[src/rtl/n101_gnrl_ram_arbt_pkg.sv]
// rtl/n101_gnrl_ram_arbt_pkg.sv - shared types for the two-requester RAM arbiter
// Purpose: response FSM state encoding and requester-index constants.
// Ports: none (package).
package n101_gnrl_ram_arbt_pkg;

   typedef enum logic [1:0] {
      ST_EMPTY = 2'b00,   // nothing outstanding
      ST_INFLT = 2'b01,   // RAM read data valid this cycle
      ST_HOLD  = 2'b10    // response parked in the holding buffer
   } arbt_state_e;

   localparam logic REQ_0 = 1'b0;
   localparam logic REQ_1 = 1'b1;

endpackage

[src/rtl/n101_gnrl_ram_arbt_rbuf.sv]
// rtl/n101_gnrl_ram_arbt_rbuf.sv - one-entry response holding register
// Purpose: parks a response whose owner was not ready in the RAM data cycle.
// Ports:
//   clk, rst_n              clock, asynchronous active-low reset
//   load_i / clr_i          capture a response / release the entry
//   own_i, read_i, rdata_i  owner, type (1 = read) and raw RAM data to capture
//   vld_o, own_o, read_o, rdata_o  stored entry
module n101_gnrl_ram_arbt_rbuf #(
   parameter int DW = 32
) (
   input  logic          clk,
   input  logic          rst_n,
   input  logic          load_i,
   input  logic          clr_i,
   input  logic          own_i,
   input  logic          read_i,
   input  logic [DW-1:0] rdata_i,
   output logic          vld_o,
   output logic          own_o,
   output logic          read_o,
   output logic [DW-1:0] rdata_o
);

   logic          vld_q;
   logic          own_q;
   logic          read_q;
   logic [DW-1:0] rdata_q;

   always_ff @(posedge clk or negedge rst_n) begin
      if (!rst_n) begin
         vld_q   <= 1'b0;
         own_q   <= 1'b0;
         read_q  <= 1'b0;
         rdata_q <= '0;
      end else if (load_i) begin
         vld_q   <= 1'b1;
         own_q   <= own_i;
         read_q  <= read_i;
         rdata_q <= rdata_i;
      end else if (clr_i) begin
         vld_q   <= 1'b0;
      end
   end

   assign vld_o   = vld_q;
   assign own_o   = own_q;
   assign read_o  = read_q;
   assign rdata_o = rdata_q;

endmodule

[src/rtl/n101_gnrl_ram_arbt.sv]
// rtl/n101_gnrl_ram_arbt.sv - two-requester arbiter/sequencer for one single-port RAM
// Purpose: grants one command per cycle to the RAM, tracks the 1-cycle read
//   latency and returns each response to its owner, holding it when stalled.
// Ports:
//   clk, rst_n                      clock, asynchronous active-low reset
//   rN_cmd_valid/ready/read/addr/wdata/wmask   command channel of requester N
//   rN_rsp_valid/ready/rdata        response channel of requester N
//   ram_cs/we/addr/din/wem, ram_dout  RAM port (dout valid the cycle after cs)
// Config: N101_RAM_ARBT_RR_EN selects round-robin; otherwise r0 has fixed priority.
module n101_gnrl_ram_arbt
   import n101_gnrl_ram_arbt_pkg::*;
#(
   parameter int DW = 32,
   parameter int MW = DW/8,
   parameter int AW = 15
) (
   input  logic          clk,
   input  logic          rst_n,
   input  logic          r0_cmd_valid,
   output logic          r0_cmd_ready,
   input  logic          r0_cmd_read,
   input  logic [AW-1:0] r0_cmd_addr,
   input  logic [DW-1:0] r0_cmd_wdata,
   input  logic [MW-1:0] r0_cmd_wmask,
   output logic          r0_rsp_valid,
   input  logic          r0_rsp_ready,
   output logic [DW-1:0] r0_rsp_rdata,
   input  logic          r1_cmd_valid,
   output logic          r1_cmd_ready,
   input  logic          r1_cmd_read,
   input  logic [AW-1:0] r1_cmd_addr,
   input  logic [DW-1:0] r1_cmd_wdata,
   input  logic [MW-1:0] r1_cmd_wmask,
   output logic          r1_rsp_valid,
   input  logic          r1_rsp_ready,
   output logic [DW-1:0] r1_rsp_rdata,
   output logic          ram_cs,
   output logic          ram_we,
   output logic [AW-1:0] ram_addr,
   output logic [DW-1:0] ram_din,
   output logic [MW-1:0] ram_wem,
   input  logic [DW-1:0] ram_dout
);

   arbt_state_e   state_q, state_d;
   logic          own_q, own_d;
   logic          rd_q, rd_d;        // type of the response currently in the RAM data cycle
   logic          prio;
   logic          own_rdy;
   logic          allow;
   logic          pick1;
   logic          gnt0, gnt1, gnt;
   logic          gidx;
   logic          g_read;
   logic          buf_load, buf_clr;
   logic          buf_vld, buf_own, buf_read;
   logic [DW-1:0] buf_rdata;
   logic          rsp_any;
   logic          rsp_own;
   logic [DW-1:0] rsp_data;

   assign own_rdy = own_q ? r1_rsp_ready : r0_rsp_ready;

   // New grants only when nothing is outstanding, or when the in-flight
   // response is consumed this very cycle. rst_n gates grants so cmd_ready
   // stays low while reset is held.
   assign allow = rst_n & ((state_q == ST_EMPTY) | ((state_q == ST_INFLT) & own_rdy));

   assign pick1 = r1_cmd_valid & (~r0_cmd_valid | (prio == REQ_1));
   assign gnt1  = allow & pick1;
   assign gnt0  = allow & r0_cmd_valid & ~pick1;
   assign gnt   = gnt0 | gnt1;
   assign gidx  = gnt1 ? REQ_1 : REQ_0;

   assign r0_cmd_ready = gnt0;
   assign r1_cmd_ready = gnt1;

   assign g_read   = gidx ? r1_cmd_read  : r0_cmd_read;
   assign ram_cs   = gnt;
   assign ram_we   = gnt & ~g_read;
   assign ram_addr = gidx ? r1_cmd_addr  : r0_cmd_addr;
   assign ram_din  = gidx ? r1_cmd_wdata : r0_cmd_wdata;
   assign ram_wem  = gnt ? (gidx ? r1_cmd_wmask : r0_cmd_wmask) : '0;

`ifdef N101_RAM_ARBT_RR_EN
   logic prio_q, prio_d;

   // After a grant to N the other requester wins the next tie.
   always_comb begin
      prio_d = prio_q;
      if (gnt) begin
         prio_d = ~gidx;
      end
   end

   always_ff @(posedge clk or negedge rst_n) begin
      if (!rst_n) begin
         prio_q <= REQ_0;
      end else begin
         prio_q <= prio_d;
      end
   end

   assign prio = prio_q;
`else
   assign prio = REQ_0;
`endif

   always_comb begin
      state_d  = state_q;
      own_d    = own_q;
      rd_d     = rd_q;
      buf_load = 1'b0;
      buf_clr  = 1'b0;
      case (state_q)
         ST_EMPTY: begin
            if (gnt) begin
               state_d = ST_INFLT;
               own_d   = gidx;
               rd_d    = g_read;
            end
         end
         ST_INFLT: begin
            if (own_rdy) begin
               if (gnt) begin
                  own_d = gidx;
                  rd_d  = g_read;
               end else begin
                  state_d = ST_EMPTY;
               end
            end else begin
               // RAM data is only valid this cycle; park it.
               state_d  = ST_HOLD;
               buf_load = 1'b1;
            end
         end
         ST_HOLD: begin
            if (own_rdy) begin
               state_d = ST_EMPTY;
               buf_clr = 1'b1;
            end
         end
         default: begin
            state_d = ST_EMPTY;
         end
      endcase
   end

   always_ff @(posedge clk or negedge rst_n) begin
      if (!rst_n) begin
         state_q <= ST_EMPTY;
         own_q   <= REQ_0;
         rd_q    <= 1'b0;
      end else begin
         state_q <= state_d;
         own_q   <= own_d;
         rd_q    <= rd_d;
      end
   end

   n101_gnrl_ram_arbt_rbuf #(.DW(DW)) u_rbuf (
      .clk     (clk),
      .rst_n   (rst_n),
      .load_i  (buf_load),
      .clr_i   (buf_clr),
      .own_i   (own_q),
      .read_i  (rd_q),
      .rdata_i (ram_dout),
      .vld_o   (buf_vld),
      .own_o   (buf_own),
      .read_o  (buf_read),
      .rdata_o (buf_rdata)
   );

   always_comb begin
      rsp_any  = 1'b0;
      rsp_own  = own_q;
      rsp_data = '0;
      if (state_q == ST_INFLT) begin
         rsp_any  = 1'b1;
         rsp_data = rd_q ? ram_dout : '0;
      end else if (state_q == ST_HOLD) begin
         rsp_any  = buf_vld;
         rsp_own  = buf_own;
         rsp_data = buf_read ? buf_rdata : '0;
      end
   end

   assign r0_rsp_valid = rsp_any & (rsp_own == REQ_0);
   assign r1_rsp_valid = rsp_any & (rsp_own == REQ_1);
   assign r0_rsp_rdata = r0_rsp_valid ? rsp_data : '0;
   assign r1_rsp_rdata = r1_rsp_valid ? rsp_data : '0;

endmodule

[config.mk]
export PLATFORM = sky130hd
export DESIGN_NAME = n101_gnrl_ram_arbt
export DESIGN_NICKNAME = d
export VERILOG_FILES = /design/src/rtl/n101_gnrl_ram_arbt_pkg.sv /design/src/rtl/n101_gnrl_ram_arbt_rbuf.sv /design/src/rtl/n101_gnrl_ram_arbt.sv
export SDC_FILE = /design/constraint.sdc
export NUM_CORES = 1
export LEC_CHECK = 0
export ABC_AREA = 1
export BUFFER_PORTS_ARGS = -buffer_cell sky130_fd_sc_hd__buf_2
export CAP_MARGIN = 0
export CORE_AREA = 2 2 102 104
export CTS_CLUSTER_DIAMETER = 150
export DETAILED_ROUTE_END_ITERATION = 7
export DIE_AREA = 0 0 104 106
export PLACE_DENSITY = 0.75
export RECOVER_POWER = 25
export SYNTH_ARGS = -nofsm -noshare
export SYNTH_HDL_FRONTEND = slang
export SYNTH_HIERARCHICAL = 1
export SYNTH_SLANG_ARGS = --single-unit
export TNS_END_PERCENT = 30
[constraint.sdc]
create_clock -name clk -period 1.6 [get_ports clk]
set_input_delay 0.24 -clock clk [delete_from_list [all_inputs] [get_ports clk]]
set_output_delay 0.24 -clock clk [all_outputs]
set_load 0.005 [all_outputs]
* Word-level counts from Yosys, hierarchy flattened
Cells that the tools add are included.
** Word-level totals
- Register bits :: 39
- Input port bits :: 142
- Output and inout bits :: 121
- Word-level logic and storage cells :: 67
** Operators by class
- Equality and inequality tests :: 6
- Mux-type cells :: 34
- Bitwise logic cells :: 15
- Reductions and logical operators :: 5
** Operators by type and width (number)
- 2-to-1 mux 32 bit :: 7
- 2-to-1 mux 1 bit :: 17
- 2-to-1 mux 15 bit :: 1
- bitwise AND 1 bit :: 9
- 2-to-1 mux 2 bit :: 4
- 2-to-1 mux 4 bit :: 2
- inequality test 2 bit (second input constant) :: 3
- case mux 2 bit (3 select lines) :: 1
- NOT 1 bit :: 4
- case mux 1 bit (2 select lines) :: 2
- nonzero test 2 bit :: 2
- inequality test 3 bit (second input constant) :: 1
- AND reduction 3 bit :: 1
- equality test 2 x 1 -> 1 bit (second input constant) :: 1
- equality test 2 bit (second input constant) :: 1
- logical NOT 2 bit :: 1
- bitwise OR 1 bit :: 2
- AND reduction 2 bit :: 1

* Depth between registers and ports, before layout
- Depth in word-level cells :: 10
- Mapped depth :: 9

* Cells and area by module
The synthesis kept the hierarchy.
** Modules (own cells, without submodules)
- n101_gnrl_ram_arbt :: times used 1, cells an instance 335, area each 1559.0 um2, seq. area each 100.1 um2
- n101_gnrl_ram_arbt_rbuf :: times used 1, cells an instance 148, area each 1378.8 um2, seq. area each 875.8 um2

* Least setup slack after synthesis
OpenSTA, ideal clock, no wires.
- Path kind :: reg-to-output
- Start :: register own_q
- End :: output port ram_din[10]
- Arrival :: 1.249 ns
- Required time :: 1.360 ns
- Slack :: 0.111 ns
- Stages on the path, launching flop included :: 10
- Path buffers :: 2
- Path through :: dfrtp_1 inv_1 nand2_1 nand3_1 nand4_2 inv_2 buf_4 buf_2 nand2_1 nand2_1
** Between the ends
- Longest elaborated chain between the ends :: 7
** RTL lines
- start: declaration :: line n101_gnrl_ram_arbt.sv:46 : logic own_q, own_d;
- start signal: assignment :: line n101_gnrl_ram_arbt.sv:156 : own_q <= own_d;
- 2-to-1 mux 1 bit :: line n101_gnrl_ram_arbt.sv:62 : assign own_rdy = own_q ? r1_rsp_ready : r0_rsp_ready;
- bitwise AND 1 bit :: line n101_gnrl_ram_arbt.sv:67 : assign allow = rst_n & ((state_q == ST_EMPTY) | ((state_q == ST_INFLT) & own_rdy));
- bitwise OR 1 bit :: line n101_gnrl_ram_arbt.sv:67
- bitwise AND 1 bit :: line n101_gnrl_ram_arbt.sv:67
- bitwise AND 1 bit :: line n101_gnrl_ram_arbt.sv:70 : assign gnt1 = allow & pick1;
- 2-to-1 mux 1 bit :: line n101_gnrl_ram_arbt.sv:73 : assign gidx = gnt1 ? REQ_1 : REQ_0;
- 2-to-1 mux 32 bit :: line n101_gnrl_ram_arbt.sv:82 : assign ram_din = gidx ? r1_cmd_wdata : r0_cmd_wdata;
- end: declaration :: line n101_gnrl_ram_arbt.sv:40 : output logic [DW-1:0] ram_din,
No other way between the ends.

* Worst setup path after layout
- Start :: register state_q[1]
- End :: output port ram_din[17]
** Between the ends
- Longest elaborated chain between the ends :: 7
- Elaborated cells on any way between the ends :: 8
- Classes of those cells :: eq/ne: 1; mux: 2; bitwise: 4; reduce/logical: 1
** RTL lines
- start: declaration :: line n101_gnrl_ram_arbt.sv:45 : arbt_state_e state_q, state_d;
- start signal: assignment :: line n101_gnrl_ram_arbt.sv:155 : state_q <= state_d;
- equality test 2 x 1 -> 1 bit :: line n101_gnrl_ram_arbt.sv:67
- bitwise AND 1 bit :: line n101_gnrl_ram_arbt.sv:67
- bitwise OR 1 bit * :: line n101_gnrl_ram_arbt.sv:67
- bitwise AND 1 bit * :: line n101_gnrl_ram_arbt.sv:67
- bitwise AND 1 bit * :: line n101_gnrl_ram_arbt.sv:70
- 2-to-1 mux 1 bit * :: line n101_gnrl_ram_arbt.sv:73
- 2-to-1 mux 32 bit * :: line n101_gnrl_ram_arbt.sv:82
Mark *: on every way between the ends. The rest lies on a longest branch, timed or not.

==> results.md <==
- Vias in the first global route: 3828
- Vias after detailed routing: 4160
- First-pass GRT wire length: 19.54 mm
- Startpoint Class: register
- Core area: 10000 sq um
- CTS tree: built
- First DRT Iteration DRCs: 252
- Fill count: 981
- Most common cell in the netlist: nand2_1
- Power per cell area: 1093 nW/um^2
- Placed cells: 877
- Primary FF master, synth: dfrtp_1
- Crit Path Class: register to output port
- Critical Path RT: 1.36 ns
- Final worst slack: -0.3514 ns
- Largest cells by area after synthesis: dfrtp_1, nand2_1, nor2_1
- Sink Count: 39
- Largest net degree at the start of global routing: 36
- Final wirelength: 13.22 mm
- Post-DP HPWL: 9.853 mm
- Post-detailed-route count of antenna-violating nets: 0
- I/O Pins: 263
- Initial antenna violation count: 0
- Final Cycle Share: 122.0%
- N_diodes: 0
- Critical Path End Type: output port
- Seq/Total Area, Yosys: 33.22%
- Area Overhead vs Synth: 85.26%
- Fin cells: 903
- GR Util All Layers: 22.16%
- Period minus WS final: 1.951 ns
- Total CTS buffers: 5
- Net count, final: 908
- Distinct cells, synth: 21
- Yosys top cell area share: 33.22%
- Die H: 106 um
- Clk Latency, worst-skew pair: 0.29 ns
- Status: complete, but fails checks
- Grt ovf: 0
- Clock Skews: 0.004369 ns
- Commonest cells post-synth: nand2_1, nor2_1, dfrtp_1
- Mapped Avg Cell Area: 6.082 sq um
- Failing checks: negative setup slack
- Synth Register Bits: 39
- Final Hold Vio Count: 0
- Yosys warning total: 6
- Share of post-route cells with drive strength above 1: 52.93%
- Clk root buf: clkbuf_8
- Htree depth: 2
- Post-Syn Area: 2938 sq um
- DR WL/cell: 14.63 um
- Clock buffer depth: 2
- Class of the worst hold path: input pin to asynchronous set/reset pin
- Clock-pin slew on the worst setup and hold paths: 0.08 ns
- Critical path arrival: 1.71 ns
- DRC: 0
- Cell count after synthesis: 483
- Final Max Slew Viols: 0
- Gp weighted congestion: 0.9275
- Area leader, netlist: dfrtp_1
- Async set-reset flop share out of synthesis: 100.0%
- Unrepaired setup endpoints after global routing: yes
- Leak Pwr: 3.201 nW
- Die W: 104 um
- Worst vdd rail ir drop: 0.5342 mV
- Vias per std cell: 4.607
- Crit path max fanout: 6
- Worst Tran Pin Value: 0.4318 ns
- Maximum capacitance violations: 0
- Die ar.: 11020 sq um
- Final setup viols: 121
- # port buffers: 262
- Pre-Repair DR Iteration Count: 4
- Post-synth EDFFs: 0
- FP Rows: 37
- Initial core utilization: 29.38%
- Hold slack: 0.1030 ns
- Slew Limit Headroom: 71.21%
- Fmax: 512.5 MHz
- Net Count, Synth: 625
[sequential cells by signal, summed over array words and instances, names as in the netlist]
signal          flops
u_rbuf/vld_o        1
u_rbuf/own_o        1
own_q               1
state_q             2
u_rbuf/read_o       1
rd_q                1
u_rbuf/rdata_o     32
[placed cells by master, fill, tap and decap left out]
cell type / synthesis / routed
inv_2: 5 / 5
nand4_1: 2 / 2
inv_4: 0 / 2
a21oi_1: 2 / 1
buf_16: 0 / 3
a32oi_2: 0 / 7
nor2_4: 1 / 4
clkbuf_1: 10 / 1
clkinv_4: 0 / 1
buf_6: 4 / 14
nand4_4: 0 / 1
dfrtp_1: 39 / 38
buf_2: 15 / 252
o21ai_0: 1 / 1
inv_8: 1 / 1
nand2_2: 9 / 41
a32oi_1: 32 / 25
bufbuf_16: 0 / 1
clkbuf_8: 0 / 5
nand3_4: 0 / 1
o21ai_4: 0 / 1
buf_12: 0 / 12
clkbuf_16: 0 / 3
nand2_4: 0 / 18
nor2_2: 2 / 7
a21oi_2: 0 / 1
buf_8: 1 / 2
nand2_1: 260 / 210
inv_1: 17 / 14
nand3_1: 2 / 1
buf_4: 3 / 21
dfrtp_2: 0 / 1
dlygate4sd3_1: 0 / 1
bufinv_16: 0 / 2
nor2_1: 75 / 67
[logic make-up after synthesis]
| kind of cell | count (synthesis) | share of synthesized area [%] |
|---|---|---|
| and+or+nand+nor | 352 | 46.72 |
| buffers and inverters | 56 | 9.838 |
| AOI/OAI and AO/OA | 36 | 10.22 |
| DFF | 39 | 33.22 |
[routing by layer]
layer,vias up,track usage [%],share of wire [%]
li1,2078,-,-
met1,1875,25.26,38
met2,193,41.45,53
met3,14,5.457,6.9
met4,0,5.502,1.8
met5,-,0,0
[per-stage QoR]
step	utilization (%)	area (sq um)	TNS (ns)	setup WS (ns)	power (W)
floorplan	-	2938	0	0.1114	0.003190
global placement	45.57	4557	-10.14	-0.2455	0.004225
detailed placement	45.57	4557	-10.16	-0.2472	0.004271
CTS	50.64	5064	-35.60	-0.3464	0.005545
global route	54.43	5443	-49.18	-0.4691	0.006366
finish	54.43	5443	-37.93	-0.3514	0.005950
[repair_timing]
item	CTS	global route
cloned	4	3
buffers inserted	5	6
setup endpoints to repair	121	121
resized for setup	61	61
endpoints found under the hold margin	5	0
pin swaps	28	13
hold buffers	1	0
[worst paths after layout]
path	start	end	slack [ns]	cells after the start
min in group clk	ram_dout[26]	u_rbuf/rdata_o[26]$_DFFE_PN0P_	0.16	3
worst max-delay path	state_q[1]$_DFFE_PN0P_	ram_din[17]	-0.35	9
max in group asynchronous	rst_n	state_q[0]$_DFFE_PN0P_	0.81	3
worst max register to register	state_q[0]$_DFFE_PN0P_	u_rbuf/rdata_o[9]$_DFFE_PN0P_	0.17	8
worst min register to register	u_rbuf/rdata_o[30]$_DFFE_PN0P_	u_rbuf/rdata_o[30]$_DFFE_PN0P_	0.48	2
worst min-delay path	rst_n	u_rbuf/rdata_o[28]$_DFFE_PN0P_	0.10	2
[cell type report]
class | instances | area (sq um) | area share [%]
Inverter | 23 | 103.9 | 1.908
Tap cell | 136 | 170.2 | 3.126
Clock inverter | 2 | 60.06 | 1.103
Timing Repair Buffer | 309 | 2047 | 37.61
Clock buffer | 6 | 72.57 | 1.333
Sequential cell | 39 | 977.2 | 17.95
Multi-Input combinational cell | 388 | 2012 | 36.97
[critical path, stage by stage (launching register included)]
cell and delay [ns]:
dfrtp_1 0.41, inv_2 0.12, buf_12 0.11, nand4_4 0.16, clkinv_4 0.12, buf_12 0.14
buf_12 0.13, nand2_2 0.05, nand2_2 0.07, buf_2 0.11
[power by group]
part	leakage, nW	total [W]	switching [W]	internal (W)
clock	0.0654	0.000976	0.000353	0.000624
combinational	2.65	0.00321	0.00179	0.00143
sequential	0.481	0.00176	0.000318	0.00144
(Power assumes the default switching activity.)
